File: src/rtl/alu_ram_regfile_pkg.sv
// Shared constants for alu_ram_regfile: ALU op codes, flag bit positions, default widths.
package alu_ram_regfile_pkg;

  localparam int DEFAULT_DW     = 4;
  localparam int DEFAULT_RF_AW  = 3;
  localparam int DEFAULT_RAM_AW = 4;

  localparam int FLAG_Z = 0;
  localparam int FLAG_N = 1;
  localparam int FLAG_C = 2;
  localparam int FLAG_V = 3;

  typedef enum logic [3:0] {
    OP_ADD  = 4'd0,
    OP_SUB  = 4'd1,
    OP_AND  = 4'd2,
    OP_OR   = 4'd3,
    OP_XOR  = 4'd4,
    OP_NOT  = 4'd5,
    OP_SHL  = 4'd6,
    OP_SHR  = 4'd7,
    OP_SAR  = 4'd8,
    OP_PASS = 4'd9,
    OP_INC  = 4'd10,
    OP_DEC  = 4'd11
  } alu_op_e;

endpackage

File: src/rtl/arr_alu.sv
// Combinational ALU with {V,C,N,Z} flags.
// Shift ops 6-8 are present only when macro ALU_SHIFT_EN is defined; otherwise they yield 0.
module arr_alu
  import alu_ram_regfile_pkg::*;
#(
  parameter int DW = DEFAULT_DW
) (
  input  logic [3:0]    op,
  input  logic [DW-1:0] a,
  input  logic [DW-1:0] b,
  output logic [DW-1:0] result,
  output logic [3:0]    flags
);

  localparam logic [DW-1:0] ONE = {{(DW-1){1'b0}}, 1'b1};

  logic [DW-1:0] result_s;
  logic          carry_s;
  logic          ovf_s;
  logic [DW:0]   sum_s;
  logic [DW:0]   diff_s;

  // Result, carry and overflow selection; operands are zero-extended so bit DW is carry/borrow
  always_comb begin
    result_s = {DW{1'b0}};
    carry_s  = 1'b0;
    ovf_s    = 1'b0;
    sum_s    = {(DW+1){1'b0}};
    diff_s   = {(DW+1){1'b0}};
    case (alu_op_e'(op))
      OP_ADD: begin
        sum_s    = {1'b0, a} + {1'b0, b};
        result_s = sum_s[DW-1:0];
        carry_s  = sum_s[DW];
        ovf_s    = (a[DW-1] == b[DW-1]) && (result_s[DW-1] != a[DW-1]);
      end
      OP_SUB: begin
        diff_s   = {1'b0, a} - {1'b0, b};
        result_s = diff_s[DW-1:0];
        carry_s  = ~diff_s[DW];
        ovf_s    = (a[DW-1] != b[DW-1]) && (result_s[DW-1] != a[DW-1]);
      end
      OP_AND:  result_s = a & b;
      OP_OR:   result_s = a | b;
      OP_XOR:  result_s = a ^ b;
      OP_NOT:  result_s = ~a;
`ifdef ALU_SHIFT_EN
      OP_SHL: begin
        result_s = {a[DW-2:0], 1'b0};
        carry_s  = a[DW-1];
      end
      OP_SHR: begin
        result_s = {1'b0, a[DW-1:1]};
        carry_s  = a[0];
      end
      OP_SAR: begin
        result_s = {a[DW-1], a[DW-1:1]};
        carry_s  = a[0];
      end
`else
      OP_SHL, OP_SHR, OP_SAR: result_s = {DW{1'b0}};
`endif
      OP_PASS: result_s = b;
      OP_INC: begin
        sum_s    = {1'b0, a} + {1'b0, ONE};
        result_s = sum_s[DW-1:0];
        carry_s  = sum_s[DW];
        ovf_s    = ~a[DW-1] && result_s[DW-1];
      end
      OP_DEC: begin
        diff_s   = {1'b0, a} - {1'b0, ONE};
        result_s = diff_s[DW-1:0];
        carry_s  = ~diff_s[DW];
        ovf_s    = a[DW-1] && ~result_s[DW-1];
      end
      default: result_s = {DW{1'b0}};
    endcase
  end

  // Flag packing derived from the selected result
  always_comb begin
    flags         = 4'b0000;
    flags[FLAG_Z] = (result_s == {DW{1'b0}});
    flags[FLAG_N] = result_s[DW-1];
    flags[FLAG_C] = carry_s;
    flags[FLAG_V] = ovf_s;
  end

  assign result = result_s;

endmodule

File: src/rtl/alu_ram_regfile.sv
// Register file (combinational reads, async reset), registered-read RAM and the arr_alu datapath.
// Optional shift ops in arr_alu are enabled by macro ALU_SHIFT_EN.
module alu_ram_regfile
  import alu_ram_regfile_pkg::*;
#(
  parameter int DW     = DEFAULT_DW,
  parameter int RF_AW  = DEFAULT_RF_AW,
  parameter int RAM_AW = DEFAULT_RAM_AW
) (
  input  logic              clk,
  input  logic              rst,
  input  logic [RF_AW-1:0]  ra1,
  input  logic [RF_AW-1:0]  ra2,
  output logic [DW-1:0]     rd1,
  output logic [DW-1:0]     rd2,
  input  logic              reg_we,
  input  logic [RF_AW-1:0]  wa,
  input  logic [DW-1:0]     wd,
  input  logic [3:0]        alu_op,
  input  logic [DW-1:0]     alu_a,
  input  logic [DW-1:0]     alu_b,
  output logic [DW-1:0]     alu_result,
  output logic [3:0]        alu_flags,
  input  logic              ram_we,
  input  logic [RAM_AW-1:0] ram_waddr,
  input  logic [RAM_AW-1:0] ram_raddr,
  input  logic [DW-1:0]     ram_wdata,
  output logic [DW-1:0]     ram_q
);

  localparam int RF_DEPTH  = 2 ** RF_AW;
  localparam int RAM_DEPTH = 2 ** RAM_AW;

  logic [DW-1:0] regs_r [RF_DEPTH];
  logic [DW-1:0] mem_r  [RAM_DEPTH];
  logic [DW-1:0] ram_q_r;

  // Register file storage; every entry writable, cleared while rst is high
  always_ff @(posedge clk or posedge rst) begin
    if (rst) begin
      for (int i = 0; i < RF_DEPTH; i++) begin
        regs_r[i] <= {DW{1'b0}};
      end
    end else if (reg_we) begin
      regs_r[wa] <= wd;
    end
  end

  assign rd1 = regs_r[ra1];
  assign rd2 = regs_r[ra2];

  // RAM array is deliberately not reset; writes are blocked while rst is high
  always_ff @(posedge clk) begin
    if (!rst && ram_we) begin
      mem_r[ram_waddr] <= ram_wdata;
    end
  end

  // Registered RAM read; samples pre-write contents so same-address read returns old data
  always_ff @(posedge clk or posedge rst) begin
    if (rst) begin
      ram_q_r <= {DW{1'b0}};
    end else begin
      ram_q_r <= mem_r[ram_raddr];
    end
  end

  assign ram_q = ram_q_r;

  arr_alu #(
    .DW(DW)
  ) u_alu (
    .op     (alu_op),
    .a      (alu_a),
    .b      (alu_b),
    .result (alu_result),
    .flags  (alu_flags)
  );

endmodule

File: config.mk
export PLATFORM = sky130hd
export DESIGN_NAME = alu_ram_regfile
export DESIGN_NICKNAME = d
export VERILOG_FILES = /design/src/rtl/alu_ram_regfile_pkg.sv /design/src/rtl/arr_alu.sv /design/src/rtl/alu_ram_regfile.sv
export SDC_FILE = /design/constraint.sdc
export NUM_CORES = 1
export LEC_CHECK = 0
export CAP_MARGIN = 20
export CELL_PAD_IN_SITES_DETAIL_PLACEMENT = 0
export CELL_PAD_IN_SITES_GLOBAL_PLACEMENT = 1
export CORE_ASPECT_RATIO = 2
export CORE_MARGIN = 1
export CORE_UTILIZATION = 35
export CTS_BUF_LIST = sky130_fd_sc_hd__clkbuf_16
export DETAILED_ROUTE_END_ITERATION = 7
export PLACE_DENSITY = 0.63
export SLEW_MARGIN = 25
export SYNTH_ARGS = -nofsm -noshare
export SYNTH_HDL_FRONTEND = slang
export SYNTH_SLANG_ARGS = --single-unit
File: constraint.sdc
create_clock -name clk -period 2 [get_ports clk]
set_input_delay 0.2 -clock clk [delete_from_list [all_inputs] [get_ports clk]]
set_output_delay 0.2 -clock clk [all_outputs]
set_load 0.01 [all_outputs]
# After elaboration in Yosys (flattened, before gate mapping)
# Memory sizes are Yosys's and may differ from the RTL's. A register that Yosys moved wholly into a read port is not among the register bits.
# Cells that the tools add are included.
[word_totals]
elab_cells = 63
regBits = 32
mem_count = 1
out_inout_bits = 20
ramBits = 64
input_bits = 41
[classes]
bitwise = 11
muxes = 14
n_lt_le_gt_ge = 4
n_addsub = 4
n_eq_ne = 12
n_reduce_logical = 9
[mem_list]
columns = ["name", "depth", "width", "rd", "rd_clocked_by_memory_dff", "wr", "line", "source"]
rows = [
  ["mem_r", 16, 4, 1, 1, 1, "alu_ram_regfile.sv:35", "logic [DW-1:0] mem_r [RAM_DEPTH];"],
]
[ops]
columns = ["cell", "count"]
rows = [
  ["case mux 4 bit (9 select lines)", 1],
  ["bitwise mux 32 bit", 1],
  ["binary-select mux 4 bit (select 3 bit)", 2],
  ["two-way mux 4 bit", 5],
  ["demux 4 bit (select 3 bit)", 1],
  ["equality test 4 bit (second input constant)", 3],
  [">= comparator 4 bit (second input constant)", 3],
  ["inverter 3 -> 4 bit", 3],
  ["equality test 4 x 2 -> 1 bit (second input constant)", 2],
  ["equality test 4 x 3 -> 1 bit (second input constant)", 2],
  ["logical NOT 4 bit", 2],
  ["case mux 1 bit (4 select lines)", 2],
  ["logical AND 1 bit", 6],
  ["adder 4 x 1 -> 5 bit (second input constant)", 1],
  ["adder 4 x 4 -> 5 bit", 1],
  ["subtractor 4 x 1 -> 5 bit (second input constant)", 1],
  ["subtractor 4 x 4 -> 5 bit", 1],
  ["AND 4 bit", 1],
  ["equality test 4 x 1 -> 1 bit (second input constant)", 1],
  ["< comparator 4 x 1 -> 1 bit (second input constant)", 1],
  ["inverter 1 bit", 4],
  ["inverter 4 bit", 1],
  ["bitwise OR 4 bit", 1],
  ["bitwise XOR 4 bit", 1],
  ["4 further kinds", 7],
]

# Longest topological paths before layout
[logic_depth]
word_depth = 6
mapped_depth = 9

# Cells and area by module
# A second synthesis with hierarchy kept.
[hier_totals]
hier_cells = 355
hier_area_um2 = 5302.6
[by_module_without_submodules]
columns = ["module", "seq_area_each_um2", "area_per_inst_um2", "cells_each", "instances"]
rows = [
  ["alu_ram_regfile", 2822.7, 4408.0, 234, 1],
  ["arr_alu", 0.0, 894.6, 121, 1],
]

# Least setup slack after synthesis
# OpenSTA, ideal clock, no wires.
[synth_path]
path_kind = "in2reg"
startpoint = "in rst"
endpoint = "mem mem_r[0][0] (netlist name) (enable)"
required_ps = 1639
t_arrival_ps = 1871
path_stages = 4
path_buffers = 0
path_slack_ps = -232
cell_sequence = "inv_1 -> nand2_1 -> or3_1 -> nor3_1"
[synth_between]
elab_chain_len = 4
[synth_rtl]
columns = ["element", "line", "source"]
rows = [
  ["start: declaration", "alu_ram_regfile.sv:11", "input logic rst,"],
  ["logical NOT 1 bit (no source line)", "-", ""],
  ["logical AND 1 bit", "alu_ram_regfile.sv:54", "if (!rst && ram_we) begin"],
  ["two-way mux 1 bit", "alu_ram_regfile.sv:54", ""],
  ["two-way mux 1 bit (implied by the code)", "alu_ram_regfile.sv:55", "mem_r[ram_waddr] <= ram_wdata;"],
  ["end: declaration", "alu_ram_regfile.sv:35", ""],
]
# No other way between the ends.

# Final worst setup path
[layout_path]
startpoint = "in alu_a[0]"
endpoint = "out alu_flags[0]"
[layout_between]
elab_chain_len = 3
elab_cells_between_ends = 10
classes_between = "add/sub (4); mux (1); bitwise (4); reduce/logical (1)"
[layout_rtl]
columns = ["element", "line", "source"]
rows = [
  ["start: declaration", "alu_ram_regfile.sv:20", "input logic [DW-1:0] alu_a,"],
  ["subtractor 4 x 1 -> 5 bit (tied with other cells)", "arr_alu.sv:71", "diff_s = {1'b0, a} - {1'b0, ONE};"],
  ["case mux 4 bit (9 select lines) (*)", "arr_alu.sv:30", "case (alu_op_e'(op))"],
  ["logical NOT 4 bit (*)", "arr_alu.sv:83", "flags[FLAG_Z] = (result_s == {DW{1'b0}});"],
  ["end: declaration", "alu_ram_regfile.sv:23", "output logic [3:0] alu_flags,"],
]
# Every way passes the cells marked *; elsewhere a longest branch is shown, timed or not.

==> run metrics <==
pre-CTS WS=-1.14 ns; Tmin final=2.17 ns; clk sink count=100; maximum root-to-sink buffer count=2; Syn Area/Cell=15.4 sq um; Cell variety after synth=49; Yosys warning total=0; worst-margin pin slew=0.587 ns; Setup TNS Final=-0.407 ns; GP Congestion=about 0.82; die area=between 15000 and 20000 sq um; kind of critical path=primary input to output port; ys flop type=edfxtp_1; FF+latch count, synth=100; critical path fanouts, max=3; Final Hold Vio Count=0; Port Buf Inserts=60; vias in the first global route=3687; ANT nets after route=0; GRT Overall Usage=18.4%; clk root buf=clkbuf_16; sequential area share after synthesis=around 54%; drt pass-1 iters=4; Initial DRC Count=169; first-pass GRT wire length=20600 um; clk_skew=0.0151 ns; CTS hold repair buffers=0; Setup crit end kind=output port; setup repair after global routing missed its margin=yes; fin worst setup slack=-0.168 ns; Slew Viols, Final=0; CP startpoint kind=primary input; Syn-to-layout area delta=33.9%; CTS tree=done; VDD IR max=0.531 mV; Power Dens Cells=just under 800 nW/um^2; hpwl dp=approximately 9800 um; Die Span Y=roughly 170 um; worst-skew pair later-pin latency=around 0.35 ns; drt drc=0; worst relative slew slack=around 61%; static leakage=approximately 0.0026 uW; Rows=62; commonest non-fill, non-tap cell in the layout=edfxtp_1; CTS Buf Count=9; most frequent cells in the layout=edfxtp_1 (64), buf_4 (58), mux2_2 (40); number of max-cap violations=0; Period Utilization, post-route=108%; Initial Util=between 30% and 40%; I/O pins=61; total congestion overflow=0; Via Count=3383; NumNets Final=516; largest net degree at the start of global routing=37; status=finished, violations left; post-synthesis net count=a little under 400; Worst EP required=1.80 ns; failing checks=negative setup slack; Async S/R FF share, synth=36.0%; final wirelength=13100 um; Post-synth EDFFs=64; Antenna Cells=0; Reg clk slew, reported paths=0.08 ns; Mapped Area=5190 sq um; DR vias/cell=5.17; crit path DAT=1.97 ns; cells after synthesis=338; Die X=between 80 and 90 um; core outline area=14400 sq um; Max Clk Rate=between 400 and 500 MHz; Hold WC Path Type=primary input to asynchronous set/reset pin; fraction of layout cells with a size suffix above 1=46.8%; initial antenna violation count=0; WL/cell=20.0 um; htree depth=3; final setup fails=4
area by class of cell:
type                       instances  area, sq um
sequential                       100         2820
clock buffer                       9          225
fill                            1293         7480
clock inverter                     7         86.3
tap                              192          240
multi-input combinational        205         2430
inverter                          16         78.8
timing repair buffer             125         1060
state kept, by name, indices dropped and copies added, names as in the netlist:
name,cells
mem_r,64
ram_q,4
regs_r,32
cell usage after synthesis, drive strengths merged, types with 6 or more instances:
cell type / count / area (sq um)
dfrtp: 36 / 901
nor2: 20 / 75.1
nand2b: 6 / 37.5
nand2: 7 / 26.3
mux4: 37 / 833
edfxtp: 64 / 1920
ha: 16 / 200
nor3: 8 / 40.0
inv: 16 / 60.1
a21oi: 7 / 35.0
buf: 13 / 82.6
nor2b: 6 / 37.5
mux2: 41 / 462
metal layers:
layer	global-route usage, %	part of all wire (%)	vias up
met5	0	0	-
met4	5.17	1.5	0
met3	2.23	2.1	10
met2	37.8	62	60
met1	18.2	34	1759
li1	-	-	1554
worst max-delay path: stages:
cell	delay, ns
buf_12	0.11
clkinv_8	0.04
ha_4	0.13
inv_2	0.03
fa_1	0.48
inv_1	0.04
mux4_2	0.48
o2111ai_4	0.24
nor4_4	0.06
buf_2	0.14
kinds of logic (layout without fill, tap and decap cells):
group                      count (synthesis)  count (layout)  synth area share (%)
AOI/OAI and AO/OA                         32              32                  4.22
xor gates and xnor gates                   3               3                 0.506
adders and majority gates                 18              18                  4.63
buffers and inverters                     33             157                  3.04
DFF                                      100             100                  54.4
muxes                                     83              83                  25.9
and+or+nand+nor                           69              69                  7.28
timing repair:
action | CTS | global route
endpoints found under the setup margin | 16 | 13
setup buffers | 5 | 4
pin swaps | 17 | 15
gates resized for setup | 117 | 32
power breakdown:
group          total [uW]  switching (uW)  internal, uW
registers            2480             107          2370
logic                1130             477           649
clock network        1780             875           903
final timing paths:
check,from,endpoint,slack (ns),cells after the start
min,rst,regs_r[8]$_DFFE_PP0P_,0.41,3
max reg2reg,mem_r[15][0]$_DFFE_PP_,ram_q[0]$_DFF_PP0_,0.47,2
max in group asynchronous,rst,ram_q[1]$_DFF_PP0_,1.24,3
max,alu_a[0],alu_flags[0],-0.17,10
min in group clk,regs_r[4]$_DFFE_PP0P_,regs_r[4]$_DFFE_PP0P_,0.53,1
min reg2reg,regs_r[4]$_DFFE_PP0P_,regs_r[4]$_DFFE_PP0P_,0.53,1
metrics by stage:
stage          area, sq um  hold WS [ns]  utilization [%]  power (uW)  instances
2_1_floorplan         5230         0.166                -        3110        338
4_1_cts               6870         0.442             47.6        5410        650
6_report              6950         0.412             48.2        5380        654
5_1_grt               6950         0.461             48.2        5610        654
3_5_place_dp          6450         0.514             44.7        3640        630
3_3_place_gp          6450         0.501             44.7        3610        630
(Power assumes the default switching activity.)
